File: config.mk
export PLATFORM = sky130hd
export DESIGN_NAME = decode_queue
export DESIGN_NICKNAME = d
export VERILOG_FILES = /design/src/rtl/decode_queue.sv
export SDC_FILE = /design/constraint.sdc
export NUM_CORES = 1
export LEC_CHECK = 0
export ABC_AREA = 1
export ABC_CLOCK_PERIOD_IN_PS = 5400
export CAP_MARGIN = 5
export CORE_MARGIN = 2
export CORE_UTILIZATION = 35
export CTS_BUF_LIST = sky130_fd_sc_hd__clkbuf_8
export DETAILED_ROUTE_END_ITERATION = 16
export SYNTH_ARGS = -nofsm -noshare
export SYNTH_HDL_FRONTEND = slang
export SYNTH_SLANG_ARGS = --single-unit
File: constraint.sdc
create_clock -name clk -period 5.4 [get_ports clk]
set_input_delay 1.35 -clock clk [delete_from_list [all_inputs] [get_ports clk]]
set_output_delay 1.35 -clock clk [all_outputs]
set_load 0.03 [all_outputs]
File: src/rtl/decode_queue.sv
// Fetch-to-decode packet queue: circular buffer of {hit, predBJ, pc, instr}
// with combinational head outputs, flush, overflow detection and occupancy count.
module decode_queue #(
  parameter int unsigned width = 32,
  parameter int unsigned depth = 4,
  localparam int unsigned cw = $clog2(depth) + 1
) (
  input  logic             clk,
  input  logic             reset,
  input  logic             push_F,
  input  logic             hit_F,
  input  logic             predBJ_F,
  input  logic [width-1:0] pc_F,
  input  logic [width-1:0] instr_F,
  output logic             full_F,
  input  logic             stall_D,
  input  logic             flush_DF,
  output logic             valid_D,
  output logic             hit_D,
  output logic             predBJ_D,
  output logic [width-1:0] pc_D,
  output logic [width-1:0] instr_D,
  output logic [4:0]       rs_D,
  output logic [4:0]       rt_D,
  output logic [4:0]       rd_D,
  output logic [cw-1:0]    count_D,
  output logic             overflow_F
);

  localparam int unsigned aw = $clog2(depth);

  typedef struct packed {
    logic             hit;
    logic             pred_bj;
    logic [width-1:0] pc;
    logic [width-1:0] instr;
  } entry_t;

  entry_t          mem_q [depth];
  logic [aw-1:0]   rd_q, rd_d;
  logic [aw-1:0]   wr_q, wr_d;
  logic [cw-1:0]   count_q, count_d;
  logic            overflow_q, overflow_d;
  logic            wr_en;
  logic            pop;
  logic            push_ok;
  entry_t          head;

  assign valid_D    = (count_q != '0);
  assign full_F     = (count_q == cw'(depth));
  assign count_D    = count_q;
  assign overflow_F = overflow_q;

  assign pop     = valid_D & ~stall_D;
  assign push_ok = push_F & (~full_F | pop);

  // Head is masked to all-zero when empty so instr_D decodes as a NOP.
  assign head     = valid_D ? mem_q[rd_q] : '0;
  assign hit_D    = head.hit;
  assign predBJ_D = head.pred_bj;
  assign pc_D     = head.pc;
  assign instr_D  = head.instr;
  assign rs_D     = head.instr[25:21];
  assign rt_D     = head.instr[20:16];
  assign rd_D     = head.instr[15:11];

  // Next-state: flush wins over everything, including a same-cycle push.
  always_comb begin
    rd_d       = rd_q;
    wr_d       = wr_q;
    count_d    = count_q;
    overflow_d = overflow_q;
    wr_en      = 1'b0;
    if (flush_DF) begin
      rd_d    = '0;
      wr_d    = '0;
      count_d = '0;
    end else begin
      if (pop) begin
        rd_d = rd_q + aw'(1);
      end
      if (push_ok) begin
        wr_en = 1'b1;
        wr_d  = wr_q + aw'(1);
      end
      if (push_ok && !pop) begin
        count_d = count_q + cw'(1);
      end else if (pop && !push_ok) begin
        count_d = count_q - cw'(1);
      end
      if (push_F && !push_ok) begin
        overflow_d = 1'b1;
      end
    end
  end

  always_ff @(posedge clk or negedge reset) begin
    if (!reset) begin
      rd_q       <= '0;
      wr_q       <= '0;
      count_q    <= '0;
      overflow_q <= 1'b0;
    end else begin
      rd_q       <= rd_d;
      wr_q       <= wr_d;
      count_q    <= count_d;
      overflow_q <= overflow_d;
    end
  end

  // Storage needs no reset; reads are masked by valid_D.
  always_ff @(posedge clk) begin
    if (wr_en) begin
      mem_q[wr_q] <= {hit_F, predBJ_F, pc_F, instr_F};
    end
  end

endmodule
# After elaboration in Yosys (flattened, before gate mapping)
# Memories as Yosys holds them, arrays and structs flattened.
# Index checks and enable logic that the tools add are counted.
# W data, S select, Z words.
[totals] register_bits=8 ram_bits=264 input_bits=71 out_inout_bits=87 wordCells=38 mem_count=1
[memory_table] memory="mem_q" depth=4 word_bits=66 read_ports=1 rd_ports_with_merged_regs=0 wr=1 line_no="39" source="entry_t mem_q [depth];"
[classes] addsub=4 n_eq_ne=1 muxes=12 bitwise=6 n_reduce_logical=10
[op_table] cell="$mux W66" n=1
[op_table] cell="$mux W3" n=3
[op_table] cell="$mux W2" n=4
[op_table] cell="$reduce_bool A3 Y1" n=2
[op_table] cell="$add A2 B1 Y2 const B" n=2
[op_table] cell="$mux W1" n=4
[op_table] cell="$reduce_bool A2 Y1" n=2
[op_table] cell="$add A3 B1 Y3 const B" n=1
[op_table] cell="$eq A3 B3 Y1 const B" n=1
[op_table] cell="$logic_and A1 B1 Y1" n=3
[op_table] cell="$not A1 Y1" n=3
[op_table] cell="$sub A3 B1 Y3 const B" n=1
[op_table] cell="$and A1 B1 Y1" n=2
[op_table] cell="$logic_not A1 Y1" n=2
[op_table] cell="$reduce_and A2 Y1" n=1
[op_table] cell="$or A1 B1 Y1" n=1

# Logic depth before layout (Yosys ltp)
# Gate-level depths: netlist (run 1).
[depth] word_depth=9 depth_mapped=14

# Worst setup path after synthesis (run 1)
# OpenSTA, ideal clock, no wires.
[synth_timing] kind="input to register" startpoint="in stall_D" endpoint="mem mem_q[0][0] (netlist name), enable pin" arrival_time_ns=4.500 t_required_ns=4.910 setup_slack_ns=0.410 path_stages=5 cell_sequence="nand3_1 > nand2_1 > inv_1 > nand2_1 > nor2_1"
[synth_via] elab_chain_len=8
[synth_rtl] element="from (decl)" line_no="16" source="input logic stall_D,"
[synth_rtl] element="$not A1 Y1" line_no="54" source="assign pop = valid_D & ~stall_D;"
[synth_rtl] element="$and A1 B1 Y1" line_no="54"
[synth_rtl] element="$or A1 B1 Y1" line_no="55" source="assign push_ok = push_F & (~full_F | pop);"
[synth_rtl] element="$and A1 B1 Y1" line_no="55"
[synth_rtl] element="$mux W1" line_no="82" source="if (push_ok) begin"
[synth_rtl] element="$mux W1" line_no="74" source="if (flush_DF) begin"
[synth_rtl] element="$mux W1" line_no="113" source="if (wr_en) begin"
[synth_rtl] element="$mux W1 (implied by the code)" line_no="114" source="mem_q[wr_q] <= {hit_F, predBJ_F, pc_F, instr_F};"
[synth_rtl] element="to (decl)" line_no="39"
# Every way passes these cells.

# Worst setup path in the final report (run 1)
[layout_timing] startpoint="reg rd_q[0]" endpoint="out instr_D[24]"
[layout_via] elab_chain_len=2
[layout_rtl] element="from (decl)" line_no="40" source="logic [aw-1:0] rd_q, rd_d;"
[layout_rtl] element="from (signal assigned)" line_no="104" source="rd_q <= rd_d;"
[layout_rtl] element="$mem_v2 Z4 W66"
[layout_rtl] element="$mux W66" line_no="58" source="assign head = valid_D ? mem_q[rd_q] : '0;"
[layout_rtl] element="to (decl)" line_no="22" source="output logic [width-1:0] instr_D,"
# Every way passes these cells.

==> results of run 1 <==
flip-flops by register name (all words and copies together), names as in the netlist:
| register | count |
|---|---|
| rd_q | 2 |
| overflow_F | 1 |
| mem_q | 264 |
| wr_q | 2 |
| count_D | 3 |
synthesized netlist by cell type, drive strengths merged:
master	number
ha	4
nand3	4
nand2	21
a21oi	68
xor2	1
nor2	272
o21ai	134
nand4	1
o21bai	1
nand3b	1
buf	46
edfxtp	264
inv	19
dfrtp	8
clkbuf	19
nor3	2
fa	1
per-layer routing:
| metal | up-vias | global-route usage | routed length [um] |
|---|---|---|---|
| met5 | - | 0 | 13 |
| met2 | 153 | 0.268 | 12400 |
| met4 | 2 | 0.0423 | 420 |
| li1 | 3355 | - | - |
| met1 | 3305 | 0.184 | 10700 |
| met3 | 39 | 0.0329 | 1070 |
layout make-up:
cell class,instances,area (sq um),share of cell area
repair buffers,171,1730,0.127
inverters,19,73.8,0.00542
multi-input cells,510,2300,0.169
flip-flops and latches,272,8130,0.597
clock buffers,51,702,0.0515
well taps,396,495,0.0364
clock inverters,36,188,0.0138
worst register-to-register path: stages (launching register included):
cell and delay, ns:
dfrtp_1 0.44, nor2_2 0.09, nand3_1 0.17, nand2_1 0.10
inv_1 0.11, nand2_1 0.24, nor2_4 0.16, buf_4 0.55
logic make-up (layout without fill, tap and decap cells):
| logic type | count (synthesis) | in the layout | share of synthesized area |
|---|---|---|---|
| adders and majority gates | 5 | 5 | 0.00645 |
| xor gates and xnor gates | 1 | 1 | 0.000807 |
| AOI/OAI and AO/OA | 203 | 203 | 0.0942 |
| buffers and inverters | 84 | 277 | 0.0422 |
| DFF | 272 | 272 | 0.749 |
| and+or+nand+nor | 301 | 301 | 0.108 |
metrics by stage:
step,hold WS (ns),cell area [sq um],std cells,setup WS [ns],utilization
2_1_floorplan,0.579,10900,866,0.410,-
3_3_place_gp,0.472,12700,1368,1.26,0.416
3_5_place_dp,0.466,12700,1368,1.23,0.416
4_1_cts,0.483,13600,1455,0.602,0.445
5_1_grt,0.514,13600,1455,0.408,0.445
6_report,0.476,13600,1455,0.710,0.445
report_power, final:
group | leakage, nW | switching [mW] | internal, mW | total [mW]
Sequential | 2.50 | 0.0809 | 2.43 | 2.51
Clock | 0.500 | 0.802 | 0.922 | 1.72
Combinational | 1.64 | 1.84 | 1.01 | 2.85
final timing paths:
check,start,end,slack [ns],cells after the start
worst min-delay path,overflow_F$_DFFE_PN0P_,overflow_F$_DFFE_PN0P_,0.48,1
worst max register to register,count_D[1]$_DFFE_PN0P_,mem_q[2][42]$_DFFE_PP_,3.12,7
min in group asynchronous,reset,count_D[0]$_DFFE_PN0P_,1.10,1
max in group asynchronous,reset,rd_q[0]$_DFFE_PN0P_,3.96,1
worst min register to register,overflow_F$_DFFE_PN0P_,overflow_F$_DFFE_PN0P_,0.48,1
worst max-delay path,rd_q[0]$_DFFE_PN0P_,instr_D[24],0.71,6
==> impl_metrics.toml, run 1 <==
[run_status]
status = "complete, no violations"

[setup_path]
cp_slowest_cell = "dfrtp_4"
critPathArrivalTime_ns = 3.34
path_cells = "buf_4 > nor2_1 > nor2_1 > o21ai_0 > a21oi_1 > clkdlybuf4s50_1"
critPathTopFamily = "buffers and inverters"
crit_fanout = 55
endpoint_kind = "output port"
cp_slowest_stage_delay_ns = 0.81
required_ns = 4.05
crit_type = "flop to output port"
crit_buf_inv = 2
crit_top_cell = "nor2_1"
start_kind = "flop"

[floorplan]
fp-row-count = 64
start_util = 0.355
die-area_sq_um = 32400
die_y_um = 180
num_io_pins = 158
core-area_sq_um = 30600
die_width_um = 180

[logic_synthesis]
yosys-top-cells-area = "edfxtp_1 (73%), nor2_1 (9.3%), o21ai_1 (3.2%)"
synth_area_leader_cell = "edfxtp_1"
avgSynthCellArea_sq_um = 12.5
synthCells = 866
ys_seq_area_frac = 0.749
synth_top_area_share = 0.730
yosys_warnings = 0
ys_types = 29
synth_nets = 942
synth-seq-cells = 272
synth_area_sq_um = 10900

[placement]
place_congestion = 0.718
port_buffers = 157
hpwl_mm = 13.3

[detailed_routing]
wl_per_cell_um = 16.9
viasPerCell = 4.71
drc = 0
routed-via-count = 6854
dr.first_iter.drc_count = 383
wl_mm = 24.6
firstDrtPassIters = 4
detail-route-antenna-nets = 0

[sta]
worst_pin_slew_ns = 0.998
slew_headroom = 0.334
finalClockSkew_ns = 0.0148
setup_tns_ns = 0
period_share = 0.868
period_minus_slack_ns = 4.69
drv_slew = 0
timing.fmax_mhz = 213
rsz0062_at_grt = "no"
setup_viol = 0
hold_viol_final = 0

[clocking]
post_cts_buffers = 0
numCtsBuffers = 47
clkLatencyLatePin_ns = 0.55
holdBufCountCts = 0
clkSinkCount = 272
htree_levels = 2
clock_path_buffers = 3
cts_tree = "yes"
cts-root-buf = "clkbuf_8"
clkTransAtPathRegs_ns = 0.05
cts.repair.resized = 0

[run]
drv_cap = 0

[cells_and_area]
fin_nets = 1097
fillers = 2821
final_cell_mix = "nor2_1 (266), edfxtp_1 (264), clkdlybuf4s50_1 (157)"
syn2layout_area_growth_pct = 25.4
num_antenna_cells = 0
mostFrequentLayoutCell = "nor2_1"
drive_gt1_frac = 0.0897

[grt]
antenna_found_initial = 1
grt_pass1_vias = 6979
overflow = 0
grtUsageTotal = 0.151
grt_start_max_net_pins = 80
grt_pass1_wl_mm = 38.6

[power]
vdd_drop_max_mv = 0.264
p_total_mw = 7.08
cellPowerDensity_nw_per_um2 = 520
p_leak_nw = 4.64

[worst_hold_path]
hp-class = "flop to flop"
Power figures use the tool's default switching activity.
==> run 2: changes to the inputs <==
--- a/config.mk
+++ b/config.mk
@@ -8,6 +8,7 @@
 export ABC_AREA = 1
 export ABC_CLOCK_PERIOD_IN_PS = 5400
 export CAP_MARGIN = 5
+export CORE_ASPECT_RATIO = 1.2
 export CORE_MARGIN = 2
 export CORE_UTILIZATION = 35
 export CTS_BUF_LIST = sky130_fd_sc_hd__clkbuf_8
==> impl_metrics.toml, run 2 (synthesis gave the netlist of run 1 again) <==
[run_status]
status = "complete, no violations"

[setup_path]
start_kind = "flop"
crit_type = "flop to output port"
critPathArrivalTime_ns = 3.34
crit_fanout = 87
required_ns = 4.05
endpoint_kind = "output port"

[floorplan]
die_width_um = 165
die-area_sq_um = 32400
start_util = 0.356
core-area_sq_um = 30500
fp-row-count = 70
die_y_um = 197
num_io_pins = 158

[power]
p_leak_nw = 4.59
vdd_drop_max_mv = 0.296
cellPowerDensity_nw_per_um2 = 519

[sta]
rsz0062_at_grt = "no"
slew_headroom = 0.302
finalClockSkew_ns = 0.00665
worst_pin_slew_ns = 1.05
timing.fmax_mhz = 213
hold_viol_final = 0
period_minus_slack_ns = 4.69
setup_viol = 0
layout_setup_ws_ns = 0.709
period_share = 0.869
drv_slew = 0
setup_tns_ns = 0

[clocking]
cts-root-buf = "clkbuf_8"
clkSinkCount = 272
post_cts_buffers = 0
cts_tree = "yes"
htree_levels = 2
clock_path_buffers = 3
holdBufCountCts = 0
clkTransAtPathRegs_ns = 0.06
numCtsBuffers = 44
clkLatencyLatePin_ns = 0.52
cts.repair.resized = 0

[cells_and_area]
largest_register = "mem_q"
fin_nets = 1094
drive_gt1_frac = 0.0777
largest_register_ffs = 264
fillers = 2789
mostFrequentLayoutCell = "nor2_1"
syn2layout_area_growth_pct = 24.6
num_antenna_cells = 0
final_cell_mix = "nor2_1 (266), edfxtp_1 (264), clkdlybuf4s50_1 (157)"
multi_input_area_sq_um = 2300
fin_util = 0.444
seq_area_sq_um = 8130

[grt]
grt.busiest_layer = "met2"
grt_use_met2 = 0.281
grt_pass1_wl_mm = 38.2
overflow = 0
grt_pass1_vias = 7093
grt_start_max_net_pins = 88
grt.met3_usage = 0.0265
grtUsageTotal = 0.153
met1_usage = 0.181
antenna_found_initial = 1

[detailed_routing]
firstDrtPassIters = 4
wl_mm = 24.7
routed-via-count = 6917
viasPerCell = 4.81
dr.first_iter.drc_count = 450
wl_per_cell_um = 17.1
detail-route-antenna-nets = 0
drc = 0

[run]
drv_cap = 0

[placement]
pre_cts_slack_ns = 1.17
hpwl_mm = 14.0
port_buffers = 157
place_congestion = 0.699

[worst_hold_path]
hp-class = "flop to flop"
run 2: changes by cell type in the layout (fill, tap and decap cells not counted), sizes merged:
cell,previous run,this run
clkbuf,51,45
clkinv,18,13
clkinvlp,4,0
inv,32,28
bufinv,1,3
run 2: path summary, 6_finish.rpt:
| path | startpoint | end | slack [ns] | cells after the start |
|---|---|---|---|---|
| max | rd_q[0]$_DFFE_PN0P_ | instr_D[2] | 0.71 | 5 |
| min | overflow_F$_DFFE_PN0P_ | overflow_F$_DFFE_PN0P_ | 0.48 | 1 |
| max reg2reg | count_D[1]$_DFFE_PN0P_ | mem_q[1][24]$_DFFE_PP_ | 3.04 | 7 |
| min reg2reg | overflow_F$_DFFE_PN0P_ | overflow_F$_DFFE_PN0P_ | 0.48 | 1 |
| max in group asynchronous | reset | rd_q[0]$_DFFE_PN0P_ | 3.95 | 1 |
| min in group asynchronous | reset | count_D[1]$_DFFE_PN0P_ | 1.13 | 1 |
run 2: final cells by class:
class	count	area share
multi-input cells	510	0.170
repair buffers	171	0.128
well taps	396	0.0366
inverters	19	0.00546
flip-flops and latches	272	0.601
clock inverters	25	0.0130
clock buffers	45	0.0458
run 2: per-stage QoR:
| stage | instances | total power [mW] | cell area, sq um | hold WS, ns |
|---|---|---|---|---|
| 3_5_place_dp | 1368 | 5.46 | 12700 | 0.468 |
| 2_1_floorplan | 866 | 4.38 | 10900 | 0.579 |
| 5_1_grt | 1438 | 7.41 | 13500 | 0.534 |
| 6_report | 1438 | 7.02 | 13500 | 0.481 |
| 3_3_place_gp | 1368 | 5.45 | 12700 | 0.468 |
| 4_1_cts | 1438 | 7.13 | 13500 | 0.483 |
run 2: worst max-delay path, cell delays in order, from the launching register on:
cell and delay [ns]:
dfrtp_4 0.72, inv_4 0.47, buf_12 0.40, o21ai_0 0.16, a21oi_1 0.26, clkdlybuf4s50_1 0.72
run 2: per-layer routing:
metal,share of wire,wire [um]
met5,0.00049,12
met2,0.53,13100
met4,0.023,563
met3,0.043,1070
met1,0.40,9890
run 2: report_power, final:
part | switching [mW] | internal (mW) | total (mW)
sequential | 0.0958 | 2.43 | 2.53
combinational | 1.83 | 1.02 | 2.84
clock | 0.749 | 0.906 | 1.65
